File: src/rtl/aes_pkg.sv
// Shared AES constants and helpers, used by the block packer and the encryptor
// wrappers.
package aes_pkg;

   localparam int AES_BLOCK_W = 128;
   localparam int AES_BYTES   = 16;

   // Number of input beats that make up one AES block.
   function automatic int beats_for(input int in_w);
      return AES_BLOCK_W / in_w;
   endfunction

endpackage

File: src/rtl/aes_block_packer.sv
// Packs a narrow valid/ready plaintext stream into 128-bit AES blocks.
// The first beat lands in the MSBs. The output is a registered holding stage.
module aes_block_packer
   import aes_pkg::*;
#(
   parameter int  BLOCK_W = AES_BLOCK_W,
   parameter int  IN_W    = 8,
   localparam int BEATS   = beats_for(IN_W),
   localparam int CNT_W   = $clog2(BEATS)
) (
   input  logic               clk,
   input  logic               rst,
   input  logic               clr,
   input  logic [IN_W-1:0]    in_data,
   input  logic               in_valid,
   output logic               in_ready,
   output logic [BLOCK_W-1:0] out_block,
   output logic               out_valid,
   input  logic               out_ready,
   output logic [CNT_W-1:0]   beat_cnt
);

   // The accumulator holds only the BEATS-1 beats that are already taken.
   // The final beat bypasses it and goes straight into out_block.
   localparam int ACC_W = BLOCK_W - IN_W;

   logic [ACC_W-1:0]   acc;
   logic [BLOCK_W-1:0] shifted;
   logic               last_beat;
   logic               accept;
   logic               drain;

   always_comb begin
      // NOTE: every always_comb output gets a default first, so no path can infer a latch.
      last_beat = 1'b0;
      accept    = 1'b0;
      drain     = 1'b0;
      in_ready  = 1'b0;
      shifted   = {acc, in_data};

      last_beat = (beat_cnt == CNT_W'(BEATS - 1));
      // Only the final beat has to wait for a free holding register.
      in_ready  = !rst && !clr && !(last_beat && out_valid && !out_ready);
      accept    = in_valid && in_ready;
      drain     = out_valid && out_ready;
   end

   // NOTE: sequential state uses non-blocking assignments only, so all registers update together on the edge.
   always_ff @(posedge clk) begin
      if (rst) begin
         acc       <= '0;
         beat_cnt  <= '0;
         out_block <= '0;
         out_valid <= 1'b0;
      end else begin
         if (drain) begin
            out_valid <= 1'b0;
         end

         if (clr) begin
            acc      <= '0;
            beat_cnt <= '0;
         end else if (accept) begin
            if (last_beat) begin
               // This assignment comes after the drain above, so a drain and a
               // final beat in the same cycle keep out_valid high with no bubble.
               out_block <= shifted;
               out_valid <= 1'b1;
               acc       <= '0;
               beat_cnt  <= '0;
            end else begin
               acc      <= shifted[ACC_W-1:0];
               beat_cnt <= beat_cnt + CNT_W'(1);
            end
         end
      end
   end

   a_cnt_range : assert property (@(posedge clk) disable iff (rst)
      int'(beat_cnt) < BEATS);

   a_hold_stable : assert property (@(posedge clk) disable iff (rst)
      (!rst && out_valid && !out_ready) |=> (out_valid && $stable(out_block)));

endmodule

File: config.mk
export PLATFORM = sky130hd
export DESIGN_NAME = aes_block_packer
export DESIGN_NICKNAME = d
export VERILOG_FILES = /design/src/rtl/aes_pkg.sv /design/src/rtl/aes_block_packer.sv
export SDC_FILE = /design/constraint.sdc
export NUM_CORES = 1
export LEC_CHECK = 0
export ABC_CLOCK_PERIOD_IN_PS = 1800
export CAP_MARGIN = 20
export CORE_UTILIZATION = 40
export DETAILED_ROUTE_END_ITERATION = 8
export SLEW_MARGIN = 20
export SYNTH_ARGS = -nofsm -noshare
export SYNTH_HDL_FRONTEND = slang
export SYNTH_SLANG_ARGS = --single-unit
export TNS_END_PERCENT = 50
File: constraint.sdc
create_clock -name clk -period 1.8 [get_ports clk]
set_input_delay 0.27 -clock clk [delete_from_list [all_inputs] [get_ports clk]]
set_output_delay 0.27 -clock clk [all_outputs]
set_load 0.02 [all_outputs]
Word level (Yosys, flattened, before mapping)
Cells that the tools add are included.

Input bits: 13. Output and inout port bits: 134. Register bits after elaboration: 253. Word-level logic and storage cells: 25.

Add/sub/neg operators: 1. Reductions and logical operators: 12. Bitwise logic cells: 1. Equal/unequal tests: 1. Mux-type cells: 6.

Operators by type and width (count): two-way mux 120 bit (1); logical AND 1 bit (6); adder 4 x 1 -> 4 bit, second input constant (1); equality test 4 bit, second input constant (1); zero test 1 bit (4); two-way mux 1 bit (4); two-way mux 4 bit (1); AND reduction 3 bit (1); OR reduction 2 bit (1); NOT 1 bit (1).

Depth between registers and ports, before layout
Gate-level depths: netlist of run 1.

Word-level depth: 8. Mapped depth: 7. Mapped depth without buffers: 4.

Worst setup path before layout of run 1
Ideal clock, no wire load.

Path type: register to register. Start point: register beat_cnt[0]. End point: register out_block[0]. Data required time: 1.728 ns. Buffers on the path: 3. Setup time: 0.072 ns. Arrival time: 1.681 ns. Slack: 0.047 ns. Clock period less this slack: 1.753 ns. Stages on the path, launching flop included: 8. Cell sequence: dfxtp_1 ha_1 buf_2 nand2_1 nor4_4 buf_6 buf_6 mux2i_1.

Cells in the longest elaborated chain, start to end: 7.

Ends and longest elaborated chain: start: declaration (line aes_block_packer.sv:20) `output logic [CNT_W-1:0] beat_cnt`; start signal: assignment (line aes_block_packer.sv:73) `beat_cnt <= beat_cnt + CNT_W'(1);`; equality test 4 bit (*) (line aes_block_packer.sv:41) `last_beat = (beat_cnt == CNT_W'(BEATS - 1));`; logical AND 1 bit (2 in a row) (line aes_block_packer.sv:43) `in_ready = !rst && !clr && !(last_beat && out_valid && !out_ready);`; zero test 1 bit (line aes_block_packer.sv:43); logical AND 1 bit (line aes_block_packer.sv:43); logical AND 1 bit (line aes_block_packer.sv:44) `accept = in_valid && in_ready;`; AND reduction 3 bit (no source line) (*); end signal: assignment (line aes_block_packer.sv:67) `out_block <= shifted;`; end: declaration (line aes_block_packer.sv:17) `output logic [BLOCK_W-1:0] out_block,`.

Every way passes the cells marked *; elsewhere a longest branch is shown, timed or not. A chain may end at the register's enable or synchronous reset.

Worst setup path after layout of run 1
Start point: register beat_cnt[0]. End point: output port in_ready.

Cells in the longest elaborated chain, start to end: 5.

Ends and longest elaborated chain: equality test 4 bit (line aes_block_packer.sv:41); logical AND 1 bit (2 in a row) (line aes_block_packer.sv:43); zero test 1 bit (line aes_block_packer.sv:43); logical AND 1 bit (line aes_block_packer.sv:43); end: declaration (line aes_block_packer.sv:16) `output logic in_ready,`.

Every way passes these cells.

==> metrics.txt, run 1 <==
Finished Cell Area between 15000 and 20000 sq um; Detailed Place HPWL 18.06 mm; Cell Rows 63; Flop pwr share ~49%; max_slew headroom 58.03%; synth top area cells dfxtp_1 42%, nand2b_1 13%, mux2i_1 11%; Worst Reg-to-Reg Cells 6; Die Span X 176.2 microns; HP Start rst; antenna viol nets, final 0; Root Driver clkbuf_16; Yosys top cell by area dfxtp_1; clk_lat worst skew 0.53 ns; Pwr Total 11.59 mW; Clock Sink Count 253; Internal Power roughly 9.1 mW; Clock power frac 47.8%; Comb power frac 3.7%; P_sw about 2.5 mW; Distinct cells, synth 30; H-tree Lvls 1; Ys Warns 0; clk_skew 0.004208 ns; register bit count reported by yosys 253; fin nets about 1400; max cap viols 0; CP Class reg -> out; cell count after synthesis 1294; required time of the critical path 1.53 ns; Die Height 176.2 microns; Worst Path Max Fanout 5; CTS tree built; Placeable Area 29720 sq um; r2r setup slk 0.14 ns; outcome finished clean; Synth top area share a little over two fifths; Remaining Overflow, GRT 0; Reg-to-Reg Start beat_cnt[0]$_SDFFE_PP0P_; GRT Total Usage between 10% and 20%; Min-Delay Path Class in -> reg; Post CTS Setup Buffer Count 0; final worst-path cycle share 97.84%; pin count of the biggest net entering global routing 136; mapped cell area 12130 sq um; Final Setup Violations 0; Syn Nets approximately 1300; CP max stage cell dfxtp_2; max-slew violation count 0; CP startpoint kind flip-flop; # DRC 0; Post-Route Setup TNS 0 ns; Hold EP beat_cnt[1]$_SDFFE_PP0P_; Cell Area, Placed roughly 14000 sq um; Power Dens Cells 766.8 nW/um^2; layout cells sized above 1 under 10%; worst path cell trace ha_4 > inv_4 > o21a_1 > buf_4; crit end category primary output; initial antenna violation count 0; register area share after synthesis 41.74%; clock transition at the registers of the reported paths 0.06 ns; Antenna Cells 0; port bufs 146; first-pass GRT wire length 49.83 mm; num ports 147; critical path's largest stage delay about 0.35 ns; initial drt markers 713; CP arrival approximately 1.5 ns; die area 31040 sq um; reg2reg end out_block[15]$_SDFFE_PP0P_; Starting Density between 40 and 50%; Sw Ratio 21.37%; IR drop worst, VDD 624.0 uV; fmax between 500 and 600 MHz; via-per-instance ratio 5.454; vias in the first global route ~9300; final hold slack between 0.2 and 0.25 ns; cts bufs inserted 28; gpl congestion approximately 0.72; min cycle time layout 1.761 ns; router iterations before antenna repair 4; hold path depth 5; final wirelength 30.56 mm; clock tree buffer depth 3; post-synthesis area per instance 9.377 sq um; Final Hold Fails 0; synthesis-to-layout area growth 24.53%; Vias roughly 9800; filler instances 2762; P_leak 5.103 nW; RSZ-0062 raised after global routing yes; Worst-Margin Slew 0.6296 ns; WL/cell 17.09 microns
[final cells by class]
class / instances / area, sq um / area share [%]
tap: 390 / 488.0 / 3.229
clock buffer: 44 / 842.1 / 5.573
multi-input combinational: 889 / 6407 / 42.40
inverter: 2 / 10.01 / 0.06624
clock inverter: 4 / 45.04 / 0.2981
sequential: 253 / 5069 / 33.54
timing repair buffer: 206 / 2250 / 14.89
[logic make-up (layout without fill, tap and decap cells)]
logic type                 Yosys count  in the layout  synth area share [%]
adders and majority gates            1              1                0.1031
buffers and inverters              152            256                 5.712
AOI/OAI and AO/OA                  370            370                 21.70
DFF                                253            253                 41.74
and+or+nand+nor                    389            389                 20.11
muxes                              129            129                 10.64
[per-stage QoR]
stage          std cells  utilization (%)  worst slack [ns]
5_1_grt             1788            50.85          -0.01283
3_3_place_gp        1740            47.59           -0.3298
2_1_floorplan       1294                -           0.04714
4_1_cts             1788            50.54          -0.02312
6_report            1788            50.85           0.03888
3_5_place_dp        1740            47.59           -0.3137
[power by group through the flow]
| stage | clock network [mW] | logic, mW | registers (mW) |
|---|---|---|---|
| CTS | 5.71 | 0.432 | 5.62 |
| detailed placement | 0 | 0.433 | 5.74 |
| floorplan | 0 | 0.279 | 5.74 |
| global route | 5.95 | 0.463 | 5.62 |
| finish | 5.54 | 0.430 | 5.62 |
| global placement | 0 | 0.431 | 5.74 |
[what timing repair did]
item / 4_1_cts / 5_1_grt
gates resized for setup: 12 / 38
hold buffers: 0 / 0
setup endpoints to repair: 8 / 37
[metal layers]
layer  share of wire (%)  vias to the layer above  global-route usage (%)
li1                    -                     4843                       -
met1                  50                     4647                   29.19
met2                  44                      226                   28.48
met3                 4.4                       35                   2.455
met4                 1.5                        0                   4.275
met5                   0                        -                       0
[cell usage in the layout (no fill, tap or decap), types with 6 or more instances in the layout]
cell type          n
buf_4             41
a41oi_1          120
clkbuf_16         29
dlygate4sd2_1      7
nand2b_1         256
clkbuf_1           9
nor2b_1          120
clkdlybuf4s50_1  101
o211ai_1         121
mux2i_1          129
dlymetal6s2s_1    35
clkbuf_8           6
a21oi_1          121
buf_12            21
dfxtp_1          250
[state kept, by name (all words and copies together) (netlist names)]
signal / count
acc: 120
out_block: 128
beat_cnt: 4
out_valid: 1
[Yosys cell counts]
| cell | instances |
|---|---|
| nor3_1 | 1 |
| a211oi_1 | 1 |
| ha_1 | 1 |
| nand4b_1 | 1 |
| inv_1 | 1 |
| and2_1 | 1 |
| nor2b_1 | 121 |
| nand2_1 | 4 |
| a21oi_1 | 121 |
| buf_4 | 1 |
| o21ba_1 | 1 |
| buf_1 | 13 |
| inv_2 | 1 |
| nor4_4 | 1 |
| nand4_1 | 2 |
| o21ai_1 | 1 |
| nor2_1 | 1 |
| mux2i_1 | 129 |
| buf_6 | 13 |
| o211ai_1 | 121 |
| and3b_1 | 1 |
| dfxtp_1 | 253 |
| o21a_1 | 2 |
| a41oi_1 | 120 |
| clkbuf_1 | 106 |
| o311ai_1 | 1 |
| o31ai_2 | 1 |
| a311oi_1 | 1 |
| nand2b_1 | 256 |
| buf_2 | 17 |
[how the worst max path moves through the flow]
stage	start	endpoint	slack, ns	cells after the start
2_1_floorplan	beat_cnt[0]$_SDFFE_PP0P_	out_block[0]$_SDFFE_PP0P_	0.05	7
3_3_place_gp	out_ready	in_ready	-0.33	4
3_5_place_dp	out_ready	in_ready	-0.31	4
4_1_cts	beat_cnt[1]$_SDFFE_PP0P_	in_ready	-0.02	4
5_1_grt	beat_cnt[0]$_SDFFE_PP0P_	in_ready	-0.01	4
6_report	beat_cnt[0]$_SDFFE_PP0P_	in_ready	0.04	4
[critical path: cells and delay by family (launching register included)]
| family | cells | cell delay, ns |
|---|---|---|
| flops | 1 | 0.35 |
| compound gates | 1 | 0.22 |
| buf+inv | 2 | 0.21 |
| fa+ha+maj | 1 | 0.18 |
No activity file was read; power rests on OpenSTA's default activity.
==> run 2: changes to the inputs <==
SETUP_SLACK_MARGIN = 0.2   (was default)
==> metrics.txt, run 2 (same netlist as run 1, synthesis figures left out) <==
CTS tree built; Placeable Area just under 30000 sq um; RSZ-0062 raised after global routing yes; max-slew violation count 0; Cell Rows 63; CP delay by family, top flip-flops; CP max stage cell dfxtp_4; required time of the critical path 1.53 ns; Worst Path Max Fanout 4; Clock power frac 48.1%; max reg flops 128; final wirelength around 31 mm; crit end category primary output; Finished Cell Area 15000 sq um; initial antenna violation count 0; Final Hold Fails 0; Die Span X 176.2 microns; Largest Register out_block; max cap viols 0; Final Instance Count excl. Fillers 1789; Final Setup Violations 0; Vias 9799; clock transition at the registers of the reported paths around 0.060 ns; IR drop worst, VDD 688.3 uV; WL/cell about 17 microns; clock tree buffer depth 3; final worst-path cycle share 98.14%; worst path cell trace ha_4 > inv_4 > o21a_1 > buf_6; fmax 566.1 MHz; H-tree Lvls 1; Comb power frac between 3 and 4%; die area 31040 sq um; Power Dens Cells between 700 and 800 nW/um^2; placed cells 1724; port bufs 146; Remaining Overflow, GRT 0; fin nets between 1000 and 1500; most frequent cells in the layout 256 x nand2b_1, 248 x dfxtp_1, 129 x mux2i_1; CP Class reg -> out; gpl congestion 0.7343; antenna viol nets, final 0; first-pass GRT wire length 49.76 mm; outcome finished clean; CP arrival approximately 1.5 ns; synthesis-to-layout area growth 23.62%; Detailed Place HPWL 17.63 mm; vias in the first global route slightly above 9000; HP Start in_valid; cts bufs inserted 29; Worst-Margin Slew 0.7978 ns; critical path's largest stage delay 0.37 ns; Core Util, Final 50.48%; WP buf/inv 2; Internal Power 9.055 mW; Starting Density a little over 40%; pin count of the biggest net entering global routing 152; clk_lat worst skew ~0.54 ns; Top Registers out_block x128, acc x120, beat_cnt x4; GRT Total Usage 19.20%; Flop pwr share 48.0%; clk_skew between 0.008 and 0.009 ns; Sw Ratio ~23%; layout cells sized above 1 8.506%; # DRC 0; router iterations before antenna repair 5; CTS Hold Bufs 0; max_slew headroom 46.81%; via-per-instance ratio 5.477; min cycle time layout 1.767 ns; Die Height 176.2 microns; Clock Sink Count between 200 and 300; most common cell after layout, fill and taps aside nand2b_1; Root Driver clkbuf_16; num ports 147; P_leak 5.073 nW; Reg-to-Reg Start beat_cnt[2]$_SDFFE_PP0P_; Min-Delay Path Class in -> reg; initial drt markers 698; P_sw 2.633 mW; Cell Area, Placed 14020 sq um; crit path launch beat_cnt[1]$_SDFFE_PP0P_; CP startpoint kind flip-flop; Antenna Cells 0
run 2: cell count changes in the layout (fill, tap and decap cells not counted), moves of 3 or more:
cell	previous run	this run
dlygate4sd2_1	7	128
clkdlybuf4s50_1	101	10
dlymetal6s2s_1	35	0
buf_4	41	26
buf_6	1	6
buf_12	21	17
buf_16	0	4
clkbuf_16	29	33
clkinv_2	3	7
clkdlybuf4s15_2	0	3
clkinvlp_4	0	3
dfxtp_4	0	3
run 2: cell type report:
type / instances / area [sq um]
Tap cell: 390 / 488.0
Timing Repair Buffer: 201 / 2102
Clock inverter: 11 / 66.31
Sequential cell: 253 / 5079
Multi-Input combinational cell: 889 / 6407
Inverter: 2 / 10.01
Fill cell: 2813 / 14720
Clock buffer: 43 / 848.3
run 2: path summary, 6_finish.rpt:
check             cells after the start                          to  slack (ns)
hold / removal                        4    beat_cnt[0]$_SDFFE_PP0P_        0.28
setup / recovery                      4                    in_ready        0.03
setup reg to reg                      5  out_block[22]$_SDFFE_PP0P_        0.15
hold reg to reg                       2  out_block[13]$_SDFFE_PP0P_        0.47
run 2: worst reg2reg max path, stage by stage, from the launching register on:
cell and delay, ns:
dfxtp_4 0.38, nand2_1 0.17, nor4_4 0.38, buf_6 0.24
clkbuf_16 0.22, mux2i_1 0.20
run 2: per-layer routing:
| layer | GRT usage, % | part of all wire [%] | vias to the layer above |
|---|---|---|---|
| met3 | 2.541 | 3.9 | 26 |
| met4 | 3.659 | 1.0 | 0 |
| met5 | 0 | 0 | - |
| met2 | 29.15 | 45 | 187 |
| met1 | 28.81 | 50 | 4729 |
| li1 | - | - | 4857 |
run 2: power groups by stage:
stage                     Clock, mW  Sequential [mW]  Combinational (mW)
after floorplan                   0             5.74               0.279
after global placement            0             5.74               0.414
after detailed placement          0             5.74               0.416
after CTS                      5.78             5.62               0.415
after global routing           6.02             5.61               0.480
final                          5.63             5.62               0.447
run 2: metrics by stage:
step / hold WS [ns] / power [mW] / TNS, ns / worst slack (ns)
CTS: 0.2764 / 11.81 / -0.02170 / -0.02170
floorplan: 0.4253 / 6.019 / 0 / 0.1651
global placement: 0.4579 / 6.157 / -28.29 / -0.3193
finish: 0.2840 / 11.69 / 0 / 0.03346
detailed placement: 0.4601 / 6.158 / -29.71 / -0.3157
global route: 0.3001 / 12.12 / 0 / 0.002186
run 2: repair_timing:
action                     CTS  global route
cloned                       0             4
setup endpoints to repair  336           253
resized for setup          149            15
pin swaps                    1             4
buffers inserted             0             7
==> run 3: changes to the inputs <==
SKIP_LAST_GASP = 1   (was default)
==> metrics.txt, run 3 (same netlist as run 1, synthesis figures left out) <==
# DRC 0; hold path depth 4; Placeable Area 29720 sq um; port bufs 146; CP max stage cell dfxtp_4; first-pass GRT wire length about 50 mm; WL/cell approximately 17 microns; IR drop worst, VDD 691.2 uV; Worst Reg-to-Reg Cells 6; CP startpoint kind flip-flop; fmax 566.4 MHz; H-tree Lvls 1; antenna viol nets, final 0; final worst slack 0.03456 ns; most frequent cells in the layout 256 x nand2b_1, 248 x dfxtp_1, 129 x mux2i_1; Top Registers out_block x128, acc x120, beat_cnt x4; reg2reg end out_block[22]$_SDFFE_PP0P_; Final Setup Violations 0; Antenna Cells 0; Cell Rows between 60 and 70; router iterations before antenna repair 4; Remaining Overflow, GRT 0; max-slew violation count 0; min cycle time layout approximately 1.8 ns; initial antenna violation count 0; Final Hold Fails 0; CTS tree built; final worst-path cycle share 98.08%; required time of the critical path ~1.5 ns; cts bufs inserted 29; most common cell after layout, fill and taps aside nand2b_1; outcome finished clean; num ports 147; max cap viols 0; vias in the first global route 9135; Die Height 176.2 microns; Root Driver clkbuf_16; Hold EP beat_cnt[0]$_SDFFE_PP0P_; clk_lat worst skew between 0.5 and 0.6 ns; Detailed Place HPWL 17.63 mm; Clock Sink Count around 250; critical path's largest stage delay approximately 0.37 ns; Post-Route Setup TNS 0 ns; Cell Area, Placed 14020 sq um; Min-Delay Path Class in -> reg; via-per-instance ratio 5.451; layout cells sized above 1 8.506%; synthesis-to-layout area growth 23.66%; clk_skew 0.007952 ns; Finished Cell Area 15010 sq um; clock transition at the registers of the reported paths 0.06 ns; die area 31040 sq um; max reg flops ~130; Vias about 10000; gpl congestion 0.7343; Die Span X 176.2 microns; worst slack, placed -0.3157 ns; r2r setup slk 0.16 ns; Worst-Margin Slew 0.7700 ns; Worst Path Max Fanout 4; crit end category primary output; pin count of the biggest net entering global routing 152; HP Start in_valid; initial drt markers about 720; clock tree buffer depth 3; Largest Register out_block; GRT Total Usage a little under a fifth; Power Dens Cells around 800 nW/um^2; CP arrival 1.50 ns; fin nets 1390; Starting Density between 40% and 50%; P_leak 5.073 nW; CP Class reg -> out; Pwr Total roughly 12 mW; worst path cell trace ha_4 > inv_4 > o21a_1 > buf_6; RSZ-0062 raised after global routing yes; final wirelength 31.16 mm; Reg-to-Reg Start beat_cnt[1]$_SDFFE_PP0P_; max_slew headroom 48.67%
-- run 3: through the flow --
stage	utilization (%)	hold WS, ns	std cells
after floorplan	-	0.4253	1294
after global placement	47.17	0.4579	1724
after detailed placement	47.17	0.4601	1724
after CTS	49.70	0.2764	1778
after global routing	50.49	0.3001	1789
final	50.49	0.2854	1789
-- run 3: what timing repair did --
item                                    4_1_cts  5_1_grt
pin swaps                                     0        4
setup buffers                                 0        7
endpoints found under the setup margin      336      253
hold buffers                                  0        0
resized for setup                           145       21
cloned                                        0        4
-- run 3: worst max-delay path by stage --
| stage | from | to | slack [ns] | depth (start not counted) |
|---|---|---|---|---|
| after floorplan | beat_cnt[1]$_SDFFE_PP0P_ | out_block[0]$_SDFFE_PP0P_ | 0.17 | 7 |
| after global placement | clr | in_ready | -0.32 | 5 |
| after detailed placement | clr | in_ready | -0.32 | 5 |
| after CTS | beat_cnt[1]$_SDFFE_PP0P_ | in_ready | -0.02 | 4 |
| after global routing | beat_cnt[1]$_SDFFE_PP0P_ | in_ready | 0.002 | 4 |
| final | beat_cnt[1]$_SDFFE_PP0P_ | in_ready | 0.03 | 4 |
-- run 3: critical path: cells and delay by family, from the launching register on --
family                   cells  cell delay (ns)
adder cells (fa/ha/maj)      1             0.16
buffers and inverters        2             0.19
AO/OA/AOI/OAI                1             0.22
flip-flops                   1             0.37
-- run 3: power breakdown --
part,switching (mW),internal (mW)
clock,2.37,3.25
sequential,0.0102,5.60
combinational,0.249,0.197
total,2.63,9.05
-- run 3: area by class of cell --
class,instances,area (sq um)
sequential,253,5084
multi-input combinational,889,6407
inverter,2,10.01
clock buffer,43,848.3
clock inverter,11,66.31
timing repair buffer,201,2102
tap,390,488.0
fill,2812,14710
-- run 3: routing by layer --
metal  GRT usage, %  routed length [microns]  vias up
met1          28.81                    15600     4687
li1               -                        -     4847
met5              0                        0        -
met4          3.659                      325        0
met3          2.541                     1261       26
met2          29.13                    13970      192
